`config.mk`:
```
export PLATFORM = sky130hd
export DESIGN_NAME = snitch_icache_perf_cnt
export DESIGN_NICKNAME = d
export VERILOG_FILES = /design/src/rtl/snitch_icache_pkg.sv /design/src/rtl/snitch_icache_event_counter.sv /design/src/rtl/snitch_icache_perf_cnt.sv
export SDC_FILE = /design/constraint.sdc
export NUM_CORES = 1
export LEC_CHECK = 0
export CAP_MARGIN = 15
export CORE_ASPECT_RATIO = 1.25
export CORE_MARGIN = 1.5
export CORE_UTILIZATION = 43
export CTS_CLUSTER_DIAMETER = 40
export CTS_CLUSTER_SIZE = 30
export DETAILED_ROUTE_END_ITERATION = 16
export HOLD_SLACK_MARGIN = 0.02
export SLEW_MARGIN = 5
export SYNTH_ARGS = -nofsm -noshare
export SYNTH_HDL_FRONTEND = slang
export SYNTH_HIERARCHICAL = 1
export SYNTH_SLANG_ARGS = --single-unit
export TNS_END_PERCENT = 1
```
`constraint.sdc`:
```
create_clock -name clk_i -period 2.34 [get_ports clk_i]
set_clock_uncertainty 0.2 [all_clocks]
set_input_delay 0.468 -clock clk_i [delete_from_list [all_inputs] [get_ports clk_i]]
set_output_delay 0.468 -clock clk_i [all_outputs]
set_load 0.01 [all_outputs]
```
`src/rtl/snitch_icache_pkg.sv`:
```
// Shared types for the instruction-cache performance counters.
package snitch_icache_pkg;

  localparam int unsigned NR_EVENTS = 5;

  typedef enum logic [2:0] {
    EV_MISS       = 3'd0,
    EV_HIT        = 3'd1,
    EV_PREFETCH   = 3'd2,
    EV_DOUBLE_HIT = 3'd3,
    EV_STALL      = 3'd4
  } icache_event_e;

  typedef struct packed {
    logic l0_miss;
    logic l0_hit;
    logic l0_prefetch;
    logic l0_double_hit;
    logic l0_stall;
  } icache_events_t;

  function automatic logic event_bit(
    icache_events_t ev,
    icache_event_e  e
  );
    case (e)
      EV_MISS:       event_bit = ev.l0_miss;
      EV_HIT:        event_bit = ev.l0_hit;
      EV_PREFETCH:   event_bit = ev.l0_prefetch;
      EV_DOUBLE_HIT: event_bit = ev.l0_double_hit;
      EV_STALL:      event_bit = ev.l0_stall;
      default:       event_bit = 1'b0;
    endcase
  endfunction

endpackage

```
`src/rtl/snitch_icache_event_counter.sv`:
```
// One event counter with sticky overflow flag and snapshot copy.
// Saturating mode is selected with SNITCH_ICACHE_PERF_SATURATE_EN.
module snitch_icache_event_counter #(
  parameter int unsigned CNT_WIDTH = 32,
  parameter int unsigned INC_WIDTH = 2
) (
  input  logic                 clk,
  input  logic                 rst_n,
  input  logic                 en,
  input  logic                 clear,
  input  logic                 snap,
  input  logic [INC_WIDTH-1:0] inc,
  output logic [CNT_WIDTH-1:0] snap_cnt,
  output logic                 snap_ovf
);

  logic [CNT_WIDTH-1:0] cnt;
  logic                 ovf;
  logic [CNT_WIDTH:0]   sum;
  logic                 carry;

  assign sum   = {1'b0, cnt} + (CNT_WIDTH+1)'(inc);
  assign carry = sum[CNT_WIDTH];

  always_ff @(posedge clk or negedge rst_n) begin
    if (!rst_n) begin
      cnt <= '0;
      ovf <= 1'b0;
    end else if (clear) begin
      cnt <= '0;
      ovf <= 1'b0;
    end else if (en) begin
`ifdef SNITCH_ICACHE_PERF_SATURATE_EN
      cnt <= carry ? '1 : sum[CNT_WIDTH-1:0];
`else
      cnt <= sum[CNT_WIDTH-1:0];
`endif
      ovf <= ovf | carry;
    end
  end

  // Snapshot takes the pre-update value, so a concurrent clear is not seen.
  always_ff @(posedge clk or negedge rst_n) begin
    if (!rst_n) begin
      snap_cnt <= '0;
      snap_ovf <= 1'b0;
    end else if (snap) begin
      snap_cnt <= cnt;
      snap_ovf <= ovf;
    end
  end

endmodule

```
`src/rtl/snitch_icache_perf_cnt.sv`:
```
// Instruction-cache event counter bank with snapshot read port.
// Saturating counters when SNITCH_ICACHE_PERF_SATURATE_EN is defined.
module snitch_icache_perf_cnt
  import snitch_icache_pkg::*;
#(
  parameter int unsigned NR_FETCH_PORTS = 2,
  parameter int unsigned CNT_WIDTH      = 32
) (
  input  logic                                  clk_i,
  input  logic                                  rst_ni,
  input  icache_events_t [NR_FETCH_PORTS-1:0]   events_i,
  input  logic                                  cnt_en_i,
  input  logic                                  clear_i,
  input  logic                                  snap_i,
  input  logic                                  rd_req_i,
  input  logic [2:0]                            rd_addr_i,
  output logic                                  rd_gnt_o,
  output logic                                  rd_rvalid_o,
  input  logic                                  rd_rready_i,
  output logic [CNT_WIDTH-1:0]                  rd_data_o,
  output logic                                  rd_ovf_o,
  output logic                                  rd_err_o
);

  localparam int unsigned INC_W = $clog2(NR_FETCH_PORTS + 1);

  logic [NR_EVENTS-1:0][INC_W-1:0]     inc;
  logic [NR_EVENTS-1:0][CNT_WIDTH-1:0] snap_cnt;
  logic [NR_EVENTS-1:0]                snap_ovf;
  logic                                addr_ok;

  always_comb begin
    inc = '0;
    for (int e = 0; e < NR_EVENTS; e++) begin
      for (int p = 0; p < NR_FETCH_PORTS; p++) begin
        inc[e] = inc[e] + INC_W'(
          event_bit(events_i[p], icache_event_e'(3'(e))));
      end
    end
  end

  for (genvar e = 0; e < NR_EVENTS; e++) begin : g_cnt
    snitch_icache_event_counter #(
      .CNT_WIDTH (CNT_WIDTH),
      .INC_WIDTH (INC_W)
    ) i_cnt (
      .clk      (clk_i),
      .rst_n    (rst_ni),
      .en       (cnt_en_i),
      .clear    (clear_i),
      .snap     (snap_i),
      .inc      (inc[e]),
      .snap_cnt (snap_cnt[e]),
      .snap_ovf (snap_ovf[e])
    );
  end

  assign addr_ok  = rd_addr_i < 3'(NR_EVENTS);
  assign rd_gnt_o = rd_req_i & (~rd_rvalid_o | rd_rready_i);

  always_ff @(posedge clk_i or negedge rst_ni) begin
    if (!rst_ni) begin
      rd_rvalid_o <= 1'b0;
      rd_data_o   <= '0;
      rd_ovf_o    <= 1'b0;
      rd_err_o    <= 1'b0;
    end else if (rd_gnt_o) begin
      rd_rvalid_o <= 1'b1;
      rd_data_o   <= addr_ok ? snap_cnt[rd_addr_i] : '0;
      rd_ovf_o    <= addr_ok ? snap_ovf[rd_addr_i] : 1'b0;
      rd_err_o    <= ~addr_ok;
    end else if (rd_rready_i) begin
      rd_rvalid_o <= 1'b0;
    end
  end

endmodule

```
; Yosys cells after proc, flatten, opt, wreduce, memory -nomap -nowiden
; Index checks and enable logic that the tools add are counted.
[op_classes]
bitwise_logic = 9
n_lt_le_gt_ge = 2
addsub = 10
mux = 28
reduce_logical = 2
[op_table]
columns = cell, count
row1 = 32-bit two-way mux, 12
row2 = 32-bit by 2-bit adder with 33-bit output, 5
row3 = 32-bit binary-select mux with 3-bit select, 1
row4 = 1-bit two-way mux, 14
row5 = 1-bit by 1-bit adder with 2-bit output, 5
row6 = 1-bit OR, 6
row7 = 3-bit by 4-bit < comparator with 1-bit output (second input constant), 1
row8 = 2-bit nonzero test, 2
row9 = 1-bit binary-select mux with 3-bit select, 1
row10 = 3-bit < comparator (second input constant), 1
row11 = 1-bit inverter, 2
row12 = 1-bit AND, 1
[word_totals]
output_inout_bits = 36
in_bits = 20
reg_bits = 365

; Logic depth before layout (Yosys ltp)
; Gate-level depths: netlist of run 1.
[depth]
depth_word = 5
ltp_mapped = 9

; Cells and area by module
; The synthesis of run 1 kept the hierarchy.
[modules_own_cells]
columns = mod, cells_each, instances, area_per_inst_um2, seq_area_each_um2
row1 = snitch_icache_event_counter (g_cnt[0].i_cnt ...), 257, 4, 3017.9, 1651.6
row2 = snitch_icache_event_counter (g_cnt[3].i_cnt), 270, 1, 3078.0, 1651.6
row3 = snitch_icache_perf_cnt, 176, 1, 2557.5, 875.8

; Least setup slack after synthesis of run 1
; No wires, ideal clock.
[synth_path]
kind = input port to flip-flop
start = in events_i[4] in the netlist's numbering
end = reg g_cnt[0].i_cnt.cnt[24]
path_buffers = 2
cell_stages = 9
required_time_ns = 2.062
path_slack_ns = -0.430
t_arrival_ns = 2.492
path_cell_list = ha_1 > ha_1 > fa_1 > o2111ai_1 > or3_1 > clkbuf_1 > clkbuf_1 > or3_1 > a21oi_1
[synth_via]
elab_chain_cells = 4
[synth_rtl]
columns = item, line
row1 = from (decl), snitch_icache_perf_cnt.sv:11  ; input icache_events_t [NR_FETCH_PORTS-1:0] events_i,
row2 = 1-bit by 1-bit adder with 2-bit output, snitch_icache_perf_cnt.sv:36  ; inc[e] = inc[e] + INC_W'(
row3 = 32-bit by 2-bit adder with 33-bit output, snitch_icache_event_counter.sv:22  ; assign sum = {1'b0, cnt} + (CNT_WIDTH+1)'(inc);
row4 = 32-bit two-way mux, snitch_icache_event_counter.sv:32  ; end else if (en) begin
row5 = 32-bit two-way mux, snitch_icache_event_counter.sv:29  ; end else if (clear) begin
row6 = to (signal assigned), snitch_icache_event_counter.sv:36  ; cnt <= sum[CNT_WIDTH-1:0];
row7 = to (decl), snitch_icache_event_counter.sv:17  ; logic [CNT_WIDTH-1:0] cnt;
; Every way passes these cells. The select of a mux whose other input is x is not followed.
; A chain may end at the register's enable or synchronous reset.

==> results of run 1 <==
layout make-up:
class	instances	area, µm²	share of cell area (%)
flip-flops and latches	365	9140	40.7
multi-input cells	985	8330	37.1
repair buffers	289	2530	11.3
clock buffers	57	1330	5.92
well taps	546	683	3.04
clock inverters	34	374	1.67
inverters	19	71.3	0.318
repair_timing:
item | in CTS | in global routing
hold buffers | 1 | 0
pin swaps | 10 | 21
resized for setup | 21 | 41
cloned | 0 | 0
setup endpoints to repair | 53 | 34
buffers inserted | 5 | 7
endpoints found under the hold margin | 222 | 0
per-stage QoR:
stage          TNS [ns]  setup WS (ns)  total power (µW)  utilization [%]
2_1_floorplan     -7.70         -0.264              6950                -
3_5_place_dp     -74.45         -0.846              7430             50.7
6_report              0         0.0120             15000             55.7
3_3_place_gp     -69.81         -0.841              7410             50.7
5_1_grt          -0.220        -0.0335             15500             55.7
4_1_cts          -0.219         -0.124             15100             55.2
kinds of logic after synthesis:
| kind of cell | synth area share [%] |
|---|---|
| simple gates | 15.8 |
| flops | 51.6 |
| compound gates | 8.83 |
| mux | 15.8 |
| buf+inv | 3.50 |
| xor+xnor | 2.87 |
| fa+ha+maj | 1.63 |
metal layers:
| metal | vias up | GRT usage (%) | wire length (µm) |
|---|---|---|---|
| met5 | - | 0 | 0 |
| met4 | 0 | 13.0 | 2760 |
| met3 | 116 | 3.04 | 2010 |
| met2 | 348 | 40.4 | 24600 |
| met1 | 6849 | 30.3 | 20400 |
| li1 | 6100 | - | - |
where the power goes:
group | internal, µW | switching, µW
Sequential | 6370 | 54.5
Combinational | 384 | 521
Clock | 4540 | 3130
cell usage in the layout (no fill, tap or decap), drive strengths merged, types with 39 or more instances in the layout:
master,n
dfrtp,365
buf,238
mux2,172
a21oi,85
nor2,79
nand4,78
clkbuf,57
o21ai,51
or3,50
or4,49
nand3,42
clkdlybuf4s50,39
sequential cells by signal, indices dropped and copies added (netlist names):
name                  flops
rd_data_o                32
g_cnt.i_cnt/snap_ovf      5
rd_err_o                  1
g_cnt.i_cnt/snap_cnt    160
g_cnt.i_cnt/cnt         160
g_cnt.i_cnt/ovf           5
rd_rvalid_o               1
rd_ovf_o                  1
how the worst min path moves through the flow:
| stage | cells past startpoint | start | end |
|---|---|---|---|
| after CTS | 2 | clear_i | g_cnt[4].i_cnt/cnt[10] |
| after global routing | 2 | clear_i | g_cnt[4].i_cnt/cnt[10] |
| after floorplan | 0 | rst_ni | g_cnt[0].i_cnt/cnt[0] |
| after detailed placement | 1 | rst_ni | g_cnt[4].i_cnt/cnt[7] |
| final | 2 | clear_i | g_cnt[4].i_cnt/cnt[10] |
| after global placement | 1 | rst_ni | g_cnt[4].i_cnt/cnt[7] |
worst max-delay path: stages:
cell,delay (ns)
dlygate4sd2_1,0.26
ha_4,0.29
ha_4,0.14
fa_2,0.24
o2111ai_4,0.10
or3_1,0.34
buf_6,0.16
or4_4,0.48
a21oi_2,0.15
==> results.md, run 1 <==
- Outcome: finished, final reports clean
- CP Data Required Time: 2.64 ns
- Die area: 42400 µm²
- First-pass GRT wire length: 79.0 mm
- Deepest clock path buffer count: 3
- Worst skew pair latency: 0.57 ns
- Synth warnings: 6
- Post-Route WL: 49.8 mm
- Final Net Count: roughly 1700
- Cell variety after synth: 55
- Register bit total from synthesis: 365
- Port bufs: 55
- CP max FO: 13
- Worst slew pin tran: roughly 0.56 ns
- Post-synthesis cell type with the largest combined area: dfrtp_1
- Clk sinks: ~370
- Max-Cap Viols: 0
- Top cell type's share of synthesized area: approximately 52%
- R2r endpoint: g_cnt[3].i_cnt/cnt[26]
- Drt first pass iters: 6
- ANT cells: 0
- Worst Setup Path Type: input port to register
- TritonCTS Buffers: 49
- Final setup fails: 0
- Syn Inst Count: 1474
- Critical Path End Type: register
- Routed Antenna Nets: 0
- Synthesis-to-layout area growth: 26.8%
- Hold Slack: roughly 0.087 ns
- Placed cells: 2192
- IO Pins: 56
- Asr flop ratio synth: 100%
- Clk root buf: clkbuf_16
- Leakage: between 0.009 and 0.01 µW
- GR Overflow Total: 0
- Vias: about 13000
- Flop-to-flop setup slack: 0.05 ns
- H-tree depth: 2
- VDD IR-drop max: 487 µV
- Post-Syn Area: 17700 µm²
- Vias/cell: just under 6
- Hold Path Class: input port to register
- Placed Area: slightly above 20000 µm²
- Post-Syn Nets: 1514
- Crit path from: events_i[2]
- Fmax: 0.430 GHz
- Largest net degree at the start of global routing: 64
- Hold Vio Cnt, Final: 0
- Fraction of layout cells with a size suffix above 1: around 35%
- Die height: 230 µm
- Worst-path clk slew: 0.06 ns
- CP arrival: 2.62 ns
- Non-filler instance count after layout: between 2000 and 2500
- Slew Limit Fails: 0
- Synth cell count leaders: 365 x dfrtp_1, 172 x mux2_2, 85 x a21oi_1, 79 x nor2_1, 74 x nand4_1
- Die width: 185 µm
- Top_reg_cell synth: dfrtp_1
- Avg Inst Size Synth: approximately 12 µm²
- DR DRC count: 0
- Dominant cells by area after synthesis: dfrtp_1 52%, mux2_2 11%, mux4_2 3.7%, nand4_1 2.6%, a21oi_1 2.4%
- Initial Utilization: 43.9%
- Final min period: 2.33 ns
- Final instance area: 22500 µm²
- Setup crit end: g_cnt[2].i_cnt/cnt[26]
- Slew HR: about 62%
- Fin crit share: 99.5%
- Crit start category: input port
- Sequential area share after synthesis: between 50 and 60%
- GPL Wtd Cong: 0.881
- Post-synth EDFFs: 0
- Standard-cell rows: roughly 80
- Core area: 40300 µm²
- RSZ-0062 raised after global routing: yes
- Top-count cell post-synth: dfrtp_1
- FILL cells: 3383
- Initial antenna violation count: 0
- Dpl hpwl: 36.2 mm
- Pwr Density: 668 nW/µm²
- FF-to-FF Start: g_cnt[3].i_cnt/cnt[0]
- CTS tree: done
- DRT iter0 DRCs: between 800 and 900
- Number of global-route vias before repair: 13800
- WL per Instance: 21.7 µm
- Total GRT Usage: between 20% and 30%
- Worst R2R Path Depth: 6
Note: power is estimated with default switching activity, not from simulation.
==> run 2, diff against run 1 <==
--- a/config.mk
+++ b/config.mk
@@ -13,6 +13,7 @@
 export CTS_CLUSTER_SIZE = 30
 export DETAILED_ROUTE_END_ITERATION = 16
 export HOLD_SLACK_MARGIN = 0.02
+export PLACE_DENSITY_LB_ADDON = 0.15
 export SLEW_MARGIN = 5
 export SYNTH_ARGS = -nofsm -noshare
 export SYNTH_HDL_FRONTEND = slang
==> results.md, run 2 (synthesis results as in run 1) <==
- Outcome: finished, final reports clean
- RSZ-0062 raised after global routing: yes
- Placed cells: 2202 (+0.46%)
- IO Pins: 56 (unchanged)
- Slew Limit Fails: 0 (unchanged)
- Worst Setup Path Type: input port to register
- Die width: 185 µm (unchanged)
- Max-Cap Viols: 0 (unchanged)
- Dpl hpwl: 36.7 mm (+1.3%)
- H-tree depth: 2 (unchanged)
- Cell mode on critical path: ha_4
- CP Data Required Time: 2.65 ns (about the same)
- Port bufs: 55 (unchanged)
- Leakage: 0.00995 µW (+0.40%)
- CP arrival: 2.64 ns (+0.02 ns)
- Final Net Count: 1752 (+0.17%)
- Post-Route WL: 50.3 mm (+0.88%)
- Fraction of layout cells with a size suffix above 1: 34.4% (-0.17 points)
- ANT cells: 0 (unchanged)
- Metal2 WL: 25.1 mm (+2.0%)
- Hold Path Class: input port to register
- GR Overflow Total: 0 (unchanged)
- Worst slew pin tran: 0.632 ns (+0.0713 ns)
- Max Used Layer: met4
- VDD IR-drop max: 662 µV (+36%)
- Slew HR: 57.3% (-4.8 points)
- WL met3: 1.89 mm (-5.7%)
- CP max FO: 14 (+1)
- Routed Antenna Nets: 0 (unchanged)
- Fin crit share: 99.4% (about the same)
- Final setup fails: 0 (unchanged)
- Fin util: 55.9% (+0.26 points)
- Most common cell after layout, fill and taps aside: dfrtp_1
- Worst-path clk slew: 0.07 ns (about the same)
- CP top delay family: simple AND/OR/NAND/NOR gates
- Core area: 40300 µm² (unchanged)
- GPL Wtd Cong: 0.923 (+4.7%)
- DRT iter0 DRCs: 795 (-7.9%)
- CP max-delay cell: or4_1
- Clk sinks: 365 (unchanged)
- Crit start category: input port
- Initial antenna violation count: 0 (unchanged)
- CP peak stage delay: 0.49 ns (about the same)
- TritonCTS Buffers: 48 (-2.0%)
- WP buf/inv: 2 (unchanged)
- Non-filler instance count after layout: 2298 (+0.13%)
- Synthesis-to-layout area growth: 27.4%
- Drt first pass iters: 7 (+1)
- Most frequent cells in the layout: 363 x dfrtp_1, 214 x buf_4, 172 x mux2_2, 79 x nor2_1
- CTS tree: done
- Hold Slack: 0.0619 ns (-0.0254 ns)
- Die area: 42400 µm² (unchanged)
- Vias/cell: 5.82 (-0.35%)
- Worst skew pair latency: 0.60 ns (+0.03 ns)
- Total GRT Usage: 24.3% (+0.12 points)
- Fmax: 0.430 GHz (about the same)
- DR DRC count: 0 (unchanged)
- Hold Vio Cnt, Final: 0 (unchanged)
- Initial Utilization: 43.9% (unchanged)
- M1 WL: 21.1 mm (+3.4%)
- WL per Instance: 21.9 µm (+0.74%)
- Deepest clock path buffer count: 3 (unchanged)
- Standard-cell rows: 82 (unchanged)
- Number of global-route vias before repair: 13400 (-3.0%)
- Placed Area: 20600 µm² (+0.55%)
- CP Cell Sequence: dlygate4sd2_1 -> ha_4 -> ha_4 -> fa_2 -> o2111ai_4 -> or3_4 -> buf_6 -> or4_1 -> a21oi_2
- Largest regs: g_cnt.i_cnt/cnt: 160 flops, g_cnt.i_cnt/snap_cnt: 160 flops, rd_data_o: 32 flops
- First-pass GRT wire length: 78.3 mm (-0.80%)
- Clk root buf: clkbuf_16
- Final min period: 2.33 ns (-0.00114 ns)
- Critical Path End Type: register
- Vias: 13400 (-0.22%)
- Largest net degree at the start of global routing: 65 (+1.6%)
- Die height: 230 µm (unchanged)
- Pwr Density: 681 nW/µm² (+2.0%)
- Final instance area: 22600 µm² (+0.46%)
run 2: per-layer routing:
layer | GRT usage (%) | up-vias
met2 | 41.1 | 286
met4 | 10.5 | 0
met1 | 30.7 | 6874
met5 | 0 | -
met3 | 3.55 | 99
li1 | - | 6125
run 2: final cells by class:
class | count | area [µm²]
clock buffer | 57 | 1290
clock inverter | 33 | 474
fill | 3381 | 17800
inverter | 19 | 71.3
multi-input combinational | 985 | 8310
sequential | 365 | 9140
tap | 546 | 683
timing repair buffer | 293 | 2590
run 2: worst reg2reg max path: cells and delay by family, from the launching register on:
kind | cells | cell delay (ns)
adder cells (fa/ha/maj) | 2 | 0.40
AO/OA/AOI/OAI | 2 | 0.24
buffers and inverters | 1 | 0.15
AND/OR/NAND/NOR | 2 | 0.88
flip-flops | 1 | 0.39
run 2: worst paths after layout:
| check | from | end | slack (ns) | cells after the start |
|---|---|---|---|---|
| worst max-delay path | events_i[2] | g_cnt[2].i_cnt/cnt[26] | 0.01 | 9 |
| worst min-delay path | clear_i | g_cnt[2].i_cnt/cnt[3] | 0.06 | 2 |
| worst max register to register | g_cnt[2].i_cnt/cnt[0] | g_cnt[2].i_cnt/cnt[26] | 0.03 | 7 |
| worst min register to register | g_cnt[2].i_cnt/snap_cnt[15] | g_cnt[2].i_cnt/snap_cnt[15] | 0.30 | 1 |
| max in group asynchronous | rst_ni | g_cnt[3].i_cnt/cnt[5] | 1.02 | 3 |
| min in group asynchronous | rst_ni | g_cnt[4].i_cnt/cnt[7] | 0.20 | 2 |
run 2: power by group:
part | internal, µW | leakage [µW] | switching, µW
sequential | 6370 | 0.00508 | 53.0
combinational | 402 | 0.00402 | 526
clock | 4920 | 0.000850 | 3090
run 2: stage by stage:
step	power [µW]	TNS, ns	setup WS [ns]
global route	15900	-0.358	-0.0703
CTS	15500	-0.0627	-0.0627
finish	15400	0	0.0131
global placement	7440	-71.93	-0.833
detailed placement	7450	-76.74	-0.848
floorplan	6950	-7.70	-0.264
run 2: repair_timing:
action | 4_1_cts | 5_1_grt
hold buffers | 1 | 0
pin swaps | 11 | 3
endpoints found under the setup margin | 54 | 30
setup buffers | 2 | 3
endpoints found under the hold margin | 98 | 0
resized for setup | 24 | 28
